## config.mk

```make
export PLATFORM = sky130hd
export DESIGN_NAME = dem_element_driver
export DESIGN_NICKNAME = d
export VERILOG_FILES = /design/src/rtl/dem_element_driver.sv
export SDC_FILE = /design/constraint.sdc
export NUM_CORES = 1
export LEC_CHECK = 0
export ABC_AREA = 1
export CORE_MARGIN = 1.5
export CORE_UTILIZATION = 49
export CTS_CLUSTER_SIZE = 16
export DETAILED_ROUTE_END_ITERATION = 6
export MAX_ROUTING_LAYER = met4
export PLACE_DENSITY = 0.89
export SETUP_SLACK_MARGIN = 0.02
export SYNTH_ARGS = -nofsm -noshare
export SYNTH_HDL_FRONTEND = slang
export SYNTH_SLANG_ARGS = --single-unit
```

## constraint.sdc

```tcl
create_clock -name clk_i -period 13.94 [get_ports clk_i]
set_input_delay 2.788 -clock clk_i [delete_from_list [all_inputs] [get_ports clk_i]]
set_output_delay 2.788 -clock clk_i [all_outputs]
set_load 0.005 [all_outputs]
```

## src/rtl/dem_element_driver.sv

```systemverilog
// dem_element_driver
//
// Final stage of the DEM DAC. It sits after the three-layer switching-block
// tree and does three things:
//   - turns each of the eight tri-level leaves into a pair of unit-element
//     drive bits (p = drive to +ref, n = drive to -ref),
//   - checks every sample for consistency, and
//   - optionally counts how often each element is used.
//
// Consistency checks:
//   - Every leaf must be -1, 0 or +1. Any other value sets a sticky
//     per-element flag.
//   - The eight leaves must add up to the tree input seen TREE_LATENCY
//     cycles earlier. A mismatch gives a one-cycle pulse and bumps a
//     saturating counter.
//
// Optional feature (macro DEM_USAGE_CNT_EN):
//   - Defined: builds eight wrapping usage counters and the cnt_sel_i
//     read-out mux.
//   - Undefined: no usage counters exist, usage_cnt_o is tied to zero and
//     cnt_sel_i is ignored.
//
// INPUT_WIDTH normally comes from the switch-block package shared with the
// tree. It is kept as a plain parameter here so this file stands alone, and
// the integrating level overrides it with the package value.
//
// Parameters:
//   INPUT_WIDTH   signed width of the tree input and of each leaf
//   TREE_LATENCY  cycles from x_in_i to the matching leaves on leaf_i (1..15)
//   CNT_WIDTH     width of the usage counters and of the error counter
//
// Ports:
//   clk_i        single clock
//   reset_i      synchronous, active-high reset
//   x_in_i       sample driven into the tree input this cycle (signed)
//   leaf_i       leaf k at [k*INPUT_WIDTH +: INPUT_WIDTH], signed
//   clr_i        synchronous clear of sticky flags and counters
//   cnt_sel_i    selects which element's usage count appears on usage_cnt_o
//   elem_p_o     per-element drive to +ref (registered)
//   elem_n_o     per-element drive to -ref (registered)
//   out_valid_o  elem_*_o carry a real sample (registered)
//   illegal_o    sticky per-element illegal-leaf flags
//   sum_err_o    one-cycle pulse on a leaf-sum mismatch (registered)
//   err_cnt_o    saturating count of leaf-sum mismatches
//   usage_cnt_o  usage count of the selected element (combinational mux)

module dem_element_driver #(
  parameter int INPUT_WIDTH  = 4,
  parameter int TREE_LATENCY = 3,
  parameter int CNT_WIDTH    = 16
) (
  input  logic                          clk_i,
  input  logic                          reset_i,
  input  logic signed [INPUT_WIDTH-1:0] x_in_i,
  input  logic [8*INPUT_WIDTH-1:0]      leaf_i,
  input  logic                          clr_i,
  input  logic [2:0]                    cnt_sel_i,
  output logic [7:0]                    elem_p_o,
  output logic [7:0]                    elem_n_o,
  output logic                          out_valid_o,
  output logic [7:0]                    illegal_o,
  output logic                          sum_err_o,
  output logic [CNT_WIDTH-1:0]          err_cnt_o,
  output logic [CNT_WIDTH-1:0]          usage_cnt_o
);

  // Three extra bits hold the sum of eight INPUT_WIDTH-bit signed values,
  // so the accumulator can never overflow.
  localparam int SUM_WIDTH = INPUT_WIDTH + 3;

  logic [3:0]                    fill_cnt;
  logic                          live;
  logic signed [INPUT_WIDTH-1:0] x_dly [TREE_LATENCY];
  logic signed [INPUT_WIDTH-1:0] x_d;
  logic signed [INPUT_WIDTH-1:0] leaf [8];
  logic [7:0]                    is_pos;
  logic [7:0]                    is_neg;
  logic [7:0]                    is_bad;
  logic signed [SUM_WIDTH-1:0]   leaf_sum;
  logic                          sum_mismatch;

  // The tree needs TREE_LATENCY cycles after reset before its leaves reflect
  // real samples. The fill counter tracks that warm-up and parks at its
  // limit, and "live" marks the cycles whose leaves are trustworthy.
  always_ff @(posedge clk_i) begin
    if (reset_i) begin
      fill_cnt <= '0;
    end else if (!live) begin
      fill_cnt <= fill_cnt + 4'd1;
    end
  end

  assign live = (fill_cnt == 4'(TREE_LATENCY));

  // The delay line mirrors the tree latency, so its tail lines up with
  // leaf_i. It runs every cycle; only reset clears it. clr_i has no effect
  // here.
  always_ff @(posedge clk_i) begin
    if (reset_i) begin
      for (int i = 0; i < TREE_LATENCY; i++) begin
        x_dly[i] <= '0;
      end
    end else begin
      x_dly[0] <= x_in_i;
      for (int i = 1; i < TREE_LATENCY; i++) begin
        x_dly[i] <= x_dly[i-1];
      end
    end
  end

  assign x_d = x_dly[TREE_LATENCY-1];

  // Unpack and classify the leaves, and form their sign-extended sum.
  // -1 is the all-ones pattern. Anything other than -1, 0 or +1 is illegal
  // and drives neither rail, so p and n can never both be high.
  always_comb begin
    leaf_sum = '0;
    is_pos   = '0;
    is_neg   = '0;
    is_bad   = '0;
    for (int k = 0; k < 8; k++) begin
      leaf[k]   = leaf_i[k*INPUT_WIDTH +: INPUT_WIDTH];
      is_pos[k] = (leaf[k] == INPUT_WIDTH'(1));
      is_neg[k] = (leaf[k] == '1);
      is_bad[k] = !is_pos[k] && !is_neg[k] && (leaf[k] != '0);
      leaf_sum  = leaf_sum + SUM_WIDTH'(leaf[k]);
    end
  end

  assign sum_mismatch = live && (leaf_sum != SUM_WIDTH'(x_d));

  // Registered element drive, valid flag and mismatch pulse.
  // On warm-up cycles the drive bits load zero, so the elements stay idle
  // until real samples arrive.
  always_ff @(posedge clk_i) begin
    if (reset_i) begin
      elem_p_o    <= '0;
      elem_n_o    <= '0;
      out_valid_o <= 1'b0;
      sum_err_o   <= 1'b0;
    end else begin
      elem_p_o    <= live ? is_pos : 8'h00;
      elem_n_o    <= live ? is_neg : 8'h00;
      out_valid_o <= live;
      sum_err_o   <= sum_mismatch;
    end
  end

  // Sticky illegal flags and the saturating mismatch counter.
  // A clear in the same cycle as a new event wins, and the event is dropped.
  always_ff @(posedge clk_i) begin
    if (reset_i || clr_i) begin
      illegal_o <= '0;
      err_cnt_o <= '0;
    end else begin
      if (live) begin
        illegal_o <= illegal_o | is_bad;
      end
      if (sum_mismatch && (err_cnt_o != '1)) begin
        err_cnt_o <= err_cnt_o + CNT_WIDTH'(1);
      end
    end
  end

`ifdef DEM_USAGE_CNT_EN
  logic [CNT_WIDTH-1:0] usage_cnt [8];

  // One counter per element, bumped whenever that element is driven to
  // either rail on a live cycle. The counters wrap on purpose: mismatch
  // shaping characterisation only needs the differences between counts.
  always_ff @(posedge clk_i) begin
    if (reset_i || clr_i) begin
      for (int k = 0; k < 8; k++) begin
        usage_cnt[k] <= '0;
      end
    end else if (live) begin
      for (int k = 0; k < 8; k++) begin
        if (is_pos[k] || is_neg[k]) begin
          usage_cnt[k] <= usage_cnt[k] + CNT_WIDTH'(1);
        end
      end
    end
  end

  assign usage_cnt_o = usage_cnt[cnt_sel_i];
`else
  logic unused_cnt_sel;

  assign usage_cnt_o    = '0;
  assign unused_cnt_sel = ^cnt_sel_i;
`endif

endmodule

```

==> results.rst <==
.. list-table::
   :header-rows: 1

   * - Metric
     - Value
   * - Total GRT Usage
     - 0.239
   * - Top post-synthesis cells by count
     - 108 x sky130_fd_sc_hd__inv_1, 73 x sky130_fd_sc_hd__nand2_1, 58 x sky130_fd_sc_hd__dfxtp_1, 50 x sky130_fd_sc_hd__nor2_1, 33 x sky130_fd_sc_hd__nand3_1
   * - CTS H-tree lvls
     - 3
   * - Total number of vias
     - 3181
   * - Worst slew pin tran
     - 1.19 ns
   * - Area inside the core boundary
     - 0.00691 mm²
   * - Layout cells sized above 1
     - 0.0602
   * - Critical setup path kind
     - in2reg
   * - Largest delay share family, worst path
     - adder cells
   * - Final hold vios
     - 0
   * - Antenna violations before repair
     - 0
   * - Worst hold-check path type
     - reg2reg
   * - Final core occ
     - 0.656
   * - Portion of synthesized cell area occupied by the leading cell type
     - 0.326
   * - Sequential area share after synthesis
     - 0.326
   * - Initial DRC Count
     - 125
   * - N_diodes
     - 0
   * - Post-Syn Area per Cell
     - 7.65 µm²
   * - Fin. max-slew vios
     - 0
   * - Floorplan die area
     - 0.00778 mm²
   * - Number of nets with antenna violations after detailed routing
     - 0
   * - Chip width
     - 88.2 µm
   * - Arrival time of the worst setup path
     - 7.63 ns
   * - Highest fanout seen on the critical path
     - 30
   * - Cell with the most instances after synthesis
     - sky130_fd_sc_hd__inv_1
   * - Worst Hold End
     - x_dly[0][9]
   * - Source-to-sink clock delay at the later pin of the worst-skew pair
     - 0.35 ns
   * - Count of flip-flops with a built-in enable after synthesis
     - 0
   * - Total I/O pin count
     - 100
   * - Count of max-cap constraint violations
     - 0
   * - Instance count along the most critical hold path
     - 2
   * - Cell Pwr Density
     - 130 mW/mm²
   * - Count of TritonRoute iterations in the first routing pass
     - 5
   * - Setup-violating endpoint count in the final report
     - 0
   * - Buffers added on ports
     - 80
   * - Maximum clock frequency
     - 0.136 GHz
   * - RSZ-0062 raised after global routing
     - false
   * - Category of the worst setup path capture point
     - register
   * - Layout Area Growth over Synthesis
     - 27.3%
   * - Pin count of the biggest net entering global routing
     - 39
   * - Post-detailed-route via-to-cell ratio
     - 4.94
   * - Total of flip-flops plus latches after synthesis
     - 58
   * - Worst hold start
     - x_dly[0][5]
   * - Share of synthesized flip-flops with an asynchronous set or reset
     - 0
   * - Number of nets in the layout
     - 621
   * - Final TNS setup
     - 0 ns
   * - R2r startpoint
     - fill_cnt[0]
   * - Clock buffer count from CTS
     - 9
   * - Worst Path Buf+Inv
     - 5
   * - Routed wire length
     - 8390 µm
   * - Register-to-Register Path Depth
     - 7
   * - Outcome
     - completed
   * - Worst Clk Skew
     - 0.00683 ns
   * - Worst slew margin relative to its limit
     - 0.209
   * - Worst r2r dst
     - err_cnt_o[2]
   * - Number of gates resized after cts
     - 0
   * - Register-to-register setup slack
     - 11.78 ns
   * - Cell repeated most along the worst path
     - sky130_fd_sc_hd__nand2_1
   * - CTS Root Cell
     - sky130_fd_sc_hd__clkbuf_8
   * - Required time at the worst-slack endpoint
     - 14.23 ns
   * - Overall die height
     - 88.2 µm
   * - Sequence of cells on the critical path
     - clkdlybuf4s50_1, fa_1, inv_1, fa_1, fa_1, fa_1, inv_1, ha_1, inv_1, fa_1, nand3b_1, nand2_1, inv_1, nand2_1, nand2_1, nand3_1, nand2_1, nand2_2, nand2_1, nand2_1, nand2_1, nor2_1
   * - Effective utilization at floorplan
     - 0.515
   * - Shortest clock period the worst path allows after layout
     - 7.34 ns
   * - Clock tree from TritonCTS
     - done
   * - Post-detailed-placement half-perimeter wirelength
     - 6480 µm
   * - Remaining routing DRC violations
     - 0
   * - Final worst path period share
     - 0.527
   * - Crit start category
     - input pin
   * - Post-synthesis instance total
     - 465
   * - Yosys top cell by area
     - sky130_fd_sc_hd__dfxtp_1
   * - Distinct cells, synth
     - 32
   * - Cts-stage hold buffer count
     - 0
   * - Vias in the first global route
     - 3162
   * - Number of rows in the core area
     - 30
   * - Worst vdd ir
     - 0.101 mV
   * - Setup bufs post-CTS
     - 0
   * - Global placement routability congestion
     - 0.900
   * - Most used flip-flop cell after synthesis
     - sky130_fd_sc_hd__dfxtp_1
   * - Biggest area contributors in the synthesized netlist
     - sky130_fd_sc_hd__dfxtp_1 33%, sky130_fd_sc_hd__fa_1 15%, sky130_fd_sc_hd__inv_1 11%
   * - Slowest stage cell, crit path
     - sky130_fd_sc_hd__fa_1
   * - Leakage power total
     - 1.96 nW
   * - Synth warnings
     - 0
   * - Number of buffers on the longest clock path
     - 2
   * - Routed wirelength normalized by instance count
     - 13.0 µm
   * - First-pass GRT wire length
     - 13800 µm
   * - Delay of the slowest critical-path stage
     - 0.58 ns
   * - Clock Sink Count
     - 58
   * - Mapped cell area
     - 0.00356 mm²
   * - Reg clk slew, reported paths
     - 0.07 ns
   * - Total global routing overflow
     - 0
## area by class of cell
type                       count  area (µm²)
clock inverter                 5        55.1
sequential                    58        1160
timing repair buffer          80         801
fill                         559        2380
tap                           96         120
clock buffer                  11         131
inverter                     110         413
multi-input combinational    284        1850
## logic make-up (layout without fill, tap and decap cells)
kind of cell    count (synthesis)  count (layout)  synth area share
xor+xnor                        5               5            0.0123
fa+ha+maj                      36              36             0.184
other cells                     1              16           0.00105
simple gates                  210             210             0.280
flops                          58              58             0.326
compound gates                 17              17            0.0260
buf+inv                       138             206             0.170
## sequential cells by signal, summed over array words and instances (netlist names)
signal and flops:
elem_n_o 8, elem_p_o 8, err_cnt_o 16, fill_cnt 4, illegal_o 8, out_valid_o 1
sum_err_o 1, x_dly 12
## layer usage
metal / wire length (µm) / global-route usage / up-vias
met5: 0 / - / -
met4: 241 / 0.108 / 0
met3: 571 / 0.0566 / 28
met2: 4220 / 0.412 / 138
met1: 3350 / 0.260 / 1473
li1: - / - / 1542
## worst register-to-register path: stages (launching register included)
cell and delay (ns):
sky130_fd_sc_hd__dfxtp_1 0.37, sky130_fd_sc_hd__ha_1 0.20, sky130_fd_sc_hd__nand2_1 0.12, sky130_fd_sc_hd__inv_1 0.88
sky130_fd_sc_hd__nand2_1 0.26, sky130_fd_sc_hd__nand2_1 0.11, sky130_fd_sc_hd__nand2_1 0.05, sky130_fd_sc_hd__nor2_1 0.10
## per-stage QoR
stage	worst slack, ns	total power, W	hold WS (ns)	instances	cell area, µm²
2_1_floorplan	7.43	0.000380	0.388	480	3610
3_3_place_gp	6.43	0.000420	0.389	628	4340
3_5_place_dp	6.29	0.000440	0.392	628	4340
4_1_cts	6.63	0.000588	0.401	644	4530
5_1_grt	6.30	0.000637	0.419	644	4530
6_report	6.60	0.000589	0.400	644	4530
## placed cells by master, fill, tap and decap left out, drive strengths merged
cell type / count
a21oi: 12
a22o: 1
bufinv: 1
clkbuf: 11
clkdlybuf4s50: 80
clkinv: 2
clkinvlp: 2
conb: 16
dfxtp: 58
fa: 27
ha: 9
inv: 110
nand2: 74
nand3: 37
nand3b: 3
nand4: 24
nor2: 58
nor3: 6
nor4: 1
o21a: 1
o21ai: 2
o22ai: 1
or2: 1
or3: 6
xnor2: 3
xor2: 2
## how the worst max path moves through the flow
| stage | startpoint | endpoint | slack, ns | depth (start not counted) |
|---|---|---|---|---|
| floorplan | leaf_i[2] | err_cnt_o[15] | 7.43 | 21 |
| global placement | leaf_i[2] | err_cnt_o[2] | 6.43 | 22 |
| detailed placement | leaf_i[2] | err_cnt_o[2] | 6.29 | 22 |
| CTS | leaf_i[2] | err_cnt_o[2] | 6.63 | 22 |
| global route | leaf_i[2] | err_cnt_o[2] | 6.30 | 22 |
| finish | leaf_i[2] | err_cnt_o[2] | 6.60 | 22 |
## power by group
group | internal (W) | total, W | switching (W) | leakage (nW)
combinational | 0.000112 | 0.000267 | 0.000155 | 1.40
sequential | 0.000170 | 0.000173 | 0.00000260 | 0.470
clock | 0.0000819 | 0.000149 | 0.0000668 | 0.0893
total | 0.000365 | 0.000589 | 0.000224 | 1.96
(Power assumes the default switching activity.)
